`src/rtl/ctrl_pipe_stage.sv`:
```
// ctrl_pipe_stage
//   Elastic pipeline register for a WIDTH-bit control bundle between
//   processor stages.  A main register plus a one-entry skid register
//   sustain one bundle per cycle.  in_ready depends only on registered
//   state, never combinationally on out_ready.  A synchronous flush
//   empties the stage, and a saturating counter records stalled cycles.
//
// Parameters
//   WIDTH      payload width (>= 1)
//   BUBBLE_VAL payload driven while the stage is empty or flushed
//   CNT_W      stall counter width (>= 1)
//
// Ports
//   clk        rising-edge clock
//   reset      asynchronous active-low reset
//   in_valid   upstream bundle present
//   in_ready   stage can accept (skid register empty)
//   in_data    upstream bundle
//   flush      synchronous kill of held and incoming bundles
//   out_valid  out_data holds a live bundle
//   out_ready  downstream accepts
//   out_data   bundle to downstream (BUBBLE_VAL when out_valid = 0)
//   cnt_clr    synchronous clear of stall_cnt
//   stall_cnt  saturating count of cycles with out_valid & !out_ready
module ctrl_pipe_stage #(
  parameter int unsigned           WIDTH      = 4,
  parameter logic [WIDTH-1:0]      BUBBLE_VAL = '0,
  parameter int unsigned           CNT_W      = 16
) (
  input  logic             clk,
  input  logic             reset,
  input  logic             in_valid,
  output logic             in_ready,
  input  logic [WIDTH-1:0] in_data,
  input  logic             flush,
  output logic             out_valid,
  input  logic             out_ready,
  output logic [WIDTH-1:0] out_data,
  input  logic             cnt_clr,
  output logic [CNT_W-1:0] stall_cnt
);

  // EMPTY: nothing held; ONE: main only; TWO: main and skid both full.
  // The (main empty, skid full) combination has no encoding at all.
  typedef enum logic [1:0] {
    EMPTY = 2'b00,
    ONE   = 2'b01,
    TWO   = 2'b11
  } state_t;

  state_t           state, state_nxt;
  logic [WIDTH-1:0] main_d, main_nxt;
  logic [WIDTH-1:0] skid_d, skid_nxt;
  logic             main_v, skid_v;
  logic             accept, fire;

  assign main_v    = (state != EMPTY);
  assign skid_v    = (state == TWO);
  assign out_valid = main_v;
  assign out_data  = main_d;
  assign in_ready  = !skid_v;

  assign accept = in_valid & in_ready;
  assign fire   = out_valid & out_ready;

  always_ff @(posedge clk or negedge reset) begin
    if (!reset) begin
      state  <= EMPTY;
      main_d <= BUBBLE_VAL;
      skid_d <= BUBBLE_VAL;
    end else begin
      state  <= state_nxt;
      main_d <= main_nxt;
      skid_d <= skid_nxt;
    end
  end

  always_comb begin
    state_nxt = state;
    main_nxt  = main_d;
    skid_nxt  = skid_d;
    unique case (state)
      EMPTY: begin
        if (accept) begin
          state_nxt = ONE;
          main_nxt  = in_data;
        end
      end
      ONE: begin
        if (accept && fire) begin
          main_nxt = in_data;
        end else if (accept) begin
          state_nxt = TWO;
          skid_nxt  = in_data;
        end else if (fire) begin
          state_nxt = EMPTY;
          main_nxt  = BUBBLE_VAL;
        end
      end
      TWO: begin
        if (fire) begin
          state_nxt = ONE;
          main_nxt  = skid_d;
          skid_nxt  = BUBBLE_VAL;
        end
      end
      default: begin
        state_nxt = EMPTY;
        main_nxt  = BUBBLE_VAL;
        skid_nxt  = BUBBLE_VAL;
      end
    endcase
    // Flush overrides every transition; a fire this cycle has already been
    // seen downstream, so only held and incoming bundles are dropped.
    if (flush) begin
      state_nxt = EMPTY;
      main_nxt  = BUBBLE_VAL;
      skid_nxt  = BUBBLE_VAL;
    end
  end

  always_ff @(posedge clk or negedge reset) begin
    if (!reset) begin
      stall_cnt <= '0;
    end else if (cnt_clr) begin
      stall_cnt <= '0;
    end else if (out_valid && !out_ready && (stall_cnt != '1)) begin
      stall_cnt <= stall_cnt + CNT_W'(1);
    end
  end

endmodule

```
`config.mk`:
```
export PLATFORM = sky130hd
export DESIGN_NAME = ctrl_pipe_stage
export DESIGN_NICKNAME = d
export VERILOG_FILES = /design/src/rtl/ctrl_pipe_stage.sv
export SDC_FILE = /design/constraint.sdc
export NUM_CORES = 1
export LEC_CHECK = 0
export ABC_AREA = 1
export CORE_AREA = 10 10 80 82
export DETAILED_ROUTE_END_ITERATION = 10
export DIE_AREA = 0 0 90 92
export GPL_TIMING_DRIVEN = 0
export SLEW_MARGIN = 20
export SYNTH_ARGS = -nofsm -noshare
export SYNTH_HDL_FRONTEND = slang
export SYNTH_SLANG_ARGS = --single-unit
```
`constraint.sdc`:
```
create_clock -name clk -period 3.5 [get_ports clk]
set_input_delay 0.525 -clock clk [delete_from_list [all_inputs] [get_ports clk]]
set_output_delay 0.525 -clock clk [all_outputs]
set_load 0.05 [all_outputs]
```
==> flow_summary.ini, run 1 <==
[cts]
ctsHoldBuffers = 0
cts.repair.resized = 0
ctsHtreeMaxLevel = 1
clkSlewWorstSetupHoldPaths_ns = 0.10
clk_latency_ns = 0.28
post_cts_buffers = 0
clk_path_buf_depth = 2
cts-root-buf = clkbuf_8
cts_tree = built
clock-sinks = 26
cts-buffers-inserted = 3

[grt]
grt_max_degree = 27
grt-ovfl-total = 0
grt_pass1_wl_um = 7450
grt_usage_pct = 10.4
grt_pass1_vias = 1636
antenna_found_initial = 0

[floorplan]
rows = 26
die-width_um = 90
initial_core_util_pct = 33.3
ios = 32
die_area_mm2 = 0.00828
fp.dieH_um = 92
core_area_mm2 = 0.00491

[timing]
tightest_slew_ns = 0.575
layout_setup_ws_ns = 1.03
slew_headroom_pct = 61.7
rsz0062_at_grt = no
max_freq_mhz = 405
drv_slew = 0
setup_tns_ns = 0
setup_viol = 0
period_needed_ns = 2.47
hold_viol = 0
fin_worst_skew_ns = 0.00597
fin_crit_sh_pct = 70.5

[logic_synthesis]
synth_most_common_cell = nand2_1
syn_nets = 245
synth.distinct_cells = 21
synth_seq_cells = 26
yosysTopAreaCellShare_pct = 39.8
synthArstFlopShare_pct = 100
synth_edf_count = 0
yosysWarningCount = 0
synthTopCellsByArea = dfrtp_1 40%, nand2_1 20%, nand4_1 6.5%, nor2_1 5.3%, inv_1 4.8%
ys.flop_type = dfrtp_1
synth_area_per_cell_um2 = 7.10
ys_top_cells_by_count = 87 x nand2_1, 26 x dfrtp_1, 23 x nor2_1, 21 x inv_1, 17 x nand4_1
syn_area_mm2 = 0.00163
synth-seq-area-share_pct = 39.8
syn_inst = 230
yosys.area.top_type = dfrtp_1

[power_and_ir_drop]
leakage_nw = 0.957
irDropWorstVdd_mv = 0.317
seqPwrFrac_pct = 39.0
clkPwrFrac_pct = 21.4
power_switching_share_pct = 41.1
p_int_mw = 0.554
power_density_mw_per_mm2 = 452
fin_total_pwr_mw = 0.941
comb_power_share_pct = 39.5
p_sw_mw = 0.387

[worst_setup_path]
critical_path.startpoint_type = register
required_ns = 2.97
cp_max_fo = 4
worstPathArrival_ns = 1.94
worstSetupEndpointType = primary output
worst-setup-path-type = reg -> out

[placement]
dp_hpwl_um = 3200
dp_cells = 331
numPortBuffers = 31
post-place-ws_ns = 1.36
gp_congestion = 0.903

[final_layout]
finalNonFillerCells = 335
insertedDiodeCount = 0
layout-area-overhead-vs-synth_pct = 27.4
layout-drive-gt1-share_pct = 6.04
finish.net_count = 281

[status]
outcome = finished clean

[detailed_routing]
ant_nets = 0
drt_iter0_markers = 38
remaining_drc_errors = 0
wire_per_inst_um = 12.3
firstDrtPassIters = 4
wl_um = 4120
vias_per_cell = 4.78
vias = 1601

[min_path]
hold_path.class = in -> async

[job]
maxCapViolCount = 0
-- state kept, by name, indices dropped and copies added, names as in the netlist --
register,flops
stall_cnt,16
out_data,4
state,2
skid_d,4
-- power by group through the flow --
| stage | sequential [mW] | clock (mW) | combinational [mW] |
|---|---|---|---|
| after global placement | 0.373 | 0 | 0.370 |
| after CTS | 0.367 | 0.210 | 0.376 |
| after detailed placement | 0.371 | 0 | 0.375 |
| final | 0.367 | 0.202 | 0.372 |
| after floorplan | 0.436 | 0 | 0.185 |
| after global routing | 0.373 | 0.219 | 0.420 |
-- worst max-delay path: stages (launching register included) --
cell and delay [ns]:
dfrtp_1 0.41, inv_1 0.08, ha_1 0.26, inv_1 0.11
clkdlybuf4s50_1 0.81
-- cells in the final DEF, fill, tap and decap left out, types with 5 or more instances in the layout --
cell / instances
o21ai_0: 12
clkdlybuf4s50_1: 30
nand3_1: 14
ha_1: 5
nand4_1: 17
inv_1: 21
nor2_1: 23
nand2_1: 87
dfrtp_1: 26
-- stage by stage --
step / area (um2) / util (%) / hold slack, ns
final: 2080 / 42.4 / 0.229
after global routing: 2080 / 42.4 / 0.278
after CTS: 2080 / 42.4 / 0.257
after detailed placement: 2030 / 41.3 / 0.481
after global placement: 2030 / 41.4 / 0.477
after floorplan: 1630 / - / 0.229
-- path summary, 6_finish.rpt --
path / start / to / slack, ns / cells past startpoint
worst max-delay path: state[0] / out_valid / 1.03 / 4
min in group clk: out_data[2] / out_data[2] / 0.50 / 2
worst min-delay path: reset / stall_cnt[3] / 0.23 / 1
worst max register to register: stall_cnt[0] / stall_cnt[12] / 1.69 / 9
max in group asynchronous: reset / skid_d[1] / 2.88 / 1
worst min register to register: out_data[2] / out_data[2] / 0.50 / 2
-- metal layers --
layer  routed length (um)  track usage [%]  part of all wire [%]
met5                    0                0                     0
met2                 1980             18.7                    48
met1                 1830             11.3                    44
met3                  280             4.07                   6.8
met4                   33             2.52                  0.80
-- cell type report --
type                    instances  area (um2)
plain buffers                   3        20.0
clock buffers                   4        55.1
fillers                       509        2830
inverters                      22        82.6
multi-input cells             179         881
flip-flops and latches         26         651
well taps                      70        87.6
repair buffers                 31         305
-- logic make-up after synthesis --
family	Yosys count	synth area share (%)
and+or+nand+nor	152	41.6
DFF	26	39.8
buffers and inverters	25	6.28
AOI/OAI and AO/OA	19	6.89
adders and majority gates	5	3.83
xor gates and xnor gates	3	1.61
(Power assumes the default switching activity.)
==> inputs of run 2 (changes only) <==
==> constraint.sdc (replaced) <==
create_clock -name clk -period 2.5 [get_ports clk]
set_input_delay 0.375 -clock clk [delete_from_list [all_inputs] [get_ports clk]]
set_output_delay 0.375 -clock clk [all_outputs]
set_load 0.05 [all_outputs]
==> results of run 2 <==
Same layout as run 1 (identical final DEF). Status: finished clean.
Among the figures that moved: setup slack after placement 1.36 ns -> 0.513 ns; setup slack after layout 1.03 ns -> 0.182 ns; hold slack 0.229 ns -> 0.0794 ns; register-to-register setup slack 1.69 ns -> 0.69 ns; total power 0.941 mW -> 1.32 mW; worst IR drop on VDD 0.317 mV -> 0.444 mV
==> inputs of run 3 (changes only) <==
--- a/config.mk
+++ b/config.mk
@@ -9,7 +9,7 @@
 export CORE_AREA = 10 10 80 82
 export DETAILED_ROUTE_END_ITERATION = 10
 export DIE_AREA = 0 0 90 92
-export GPL_TIMING_DRIVEN = 0
+export GPL_TIMING_DRIVEN = 1
 export SLEW_MARGIN = 20
 export SYNTH_ARGS = -nofsm -noshare
 export SYNTH_HDL_FRONTEND = slang
==> run 3 against run 2 <==
Compared with the run above: fmax increased by 1.0%; critical path depth unchanged; final cell count fell by 0.60%; sequential share of layout area is 0.11 points higher; via count rose by 0.12%; largest cell class unchanged; design area decreased by 0.36%; highest routed layer unchanged; critical path type unchanged; flip-flop and latch count unchanged; sequential power barely moved; combinational power fell by 2%.
==> flow_summary.ini, run 3 (synthesis results as in run 1) <==
[timing]
fin_worst_skew_ns = 0.00399
slew_headroom_pct = 65.8
setup_viol = 0
period_needed_ns = 2.29
max_freq_mhz = 436
rsz0062_at_grt = no
drv_slew = 0
tightest_slew_ns = 0.511
fin_crit_sh_pct = 91.8
hold_viol = 0
setup_tns_ns = 0

[cts]
cts.repair.resized = 0
clock-sinks = 26
post_cts_buffers = 0
clk_path_buf_depth = 2
cts-buffers-inserted = 3
ctsHtreeMaxLevel = 1
clkSlewWorstSetupHoldPaths_ns = 0.10
clk_latency_ns = 0.28
ctsHoldBuffers = 0
cts-root-buf = clkbuf_8
cts_tree = built

[placement]
numPortBuffers = 31
gp_congestion = 0.847
placed_area_mm2 = 0.00202
dp_hpwl_um = 3070

[final_layout]
largest_register_ffs = 16
layout-drive-gt1-share_pct = 5.32
insertedDiodeCount = 0
finish.net_count = 279
layout_common_cells = 87 x nand2_1, 31 x clkdlybuf4s50_1, 26 x dfrtp_1
final_common_cell = nand2_1
layout-area-overhead-vs-synth_pct = 27.0
largest_register = stall_cnt
fin_area_mm2 = 0.00207

[job]
maxCapViolCount = 0

[detailed_routing]
drt_iter0_markers = 129
ant_nets = 0
wl_um = 4090
wire_per_inst_um = 12.3
vias_per_cell = 4.81
remaining_drc_errors = 0
firstDrtPassIters = 4
vias = 1603

[worst_setup_path]
worstSetupEndpointType = primary output
r2r_slack_ns = 0.64
critical_path.startpoint_type = register
crit_path_start = state[0]
worstPathArrival_ns = 1.92
reg2reg_to = stall_cnt[4]
rr_startpoint = stall_cnt[0]
crit_end = out_valid
cp_max_fo = 4
required_ns = 2.12
worst-setup-path-type = reg -> out
worstRegToRegCells = 9

[floorplan]
initial_core_util_pct = 33.3
ios = 32
die_area_mm2 = 0.00828
core_area_mm2 = 0.00491
rows = 26
die-width_um = 90
fp.dieH_um = 92

[power_and_ir_drop]
power_density_mw_per_mm2 = 634
leakage_nw = 0.950
irDropWorstVdd_mv = 0.361

[grt]
grt_usage_pct = 10.2
antenna_found_initial = 0
grt_max_degree = 27
grt_pass1_vias = 1614
grt_pass1_wl_um = 7250
grt-ovfl-total = 0

[status]
outcome = finished clean

[min_path]
hold_path.class = in -> async
[run 3: cell count changes in the layout (fill, tap and decap cells not counted), sizes merged]
cell / before / now
buf: 3 / 1
clkbuf: 5 / 4
clkdlybuf4s50: 30 / 31
[run 3: per-stage QoR]
step | std cells | worst slack (ns) | total power [mW] | util, % | hold WS, ns
final | 333 | 0.206 | 1.31 | 42.2 | 0.464
after global placement | 329 | 0.536 | 1.03 | 41.1 | 0.482
after global routing | 333 | 0.103 | 1.40 | 42.2 | 0.498
after floorplan | 230 | 0.611 | 0.869 | - | 0.0794
after detailed placement | 329 | 0.518 | 1.03 | 41.1 | 0.478
after CTS | 333 | 0.193 | 1.33 | 42.2 | 0.480
[run 3: critical path, cell delays in order (launching register included)]
cell and delay [ns]:
dfrtp_1 0.40, inv_1 0.08, ha_1 0.25, inv_1 0.10, clkdlybuf4s50_1 0.81
[run 3: worst min path at each step]
stage | startpoint | end | slack (ns) | cells past startpoint
CTS | reset | stall_cnt[14] | 0.48 | 2
global route | reset | stall_cnt[3] | 0.50 | 2
global placement | out_data[3] | out_data[3] | 0.48 | 2
floorplan | reset | out_data[0] | 0.08 | 0
detailed placement | out_data[0] | out_data[0] | 0.48 | 2
finish | reset | stall_cnt[3] | 0.46 | 2
[run 3: layout make-up]
type	instances	area, um2
timing repair buffer	32	318
fill	518	2840
inverter	22	82.6
sequential	26	651
clock buffer	4	55.1
tap	70	87.6
multi-input combinational	179	881
[run 3: where the power goes]
group	switching [mW]	internal (mW)
sequential	0.0405	0.472
clock	0.148	0.141
combinational	0.357	0.156
[run 3: routing by layer]
metal	track usage [%]	wire length [um]
met5	0	0
met4	3.05	34
met3	3.75	298
met2	17.6	1930
met1	11.5	1820
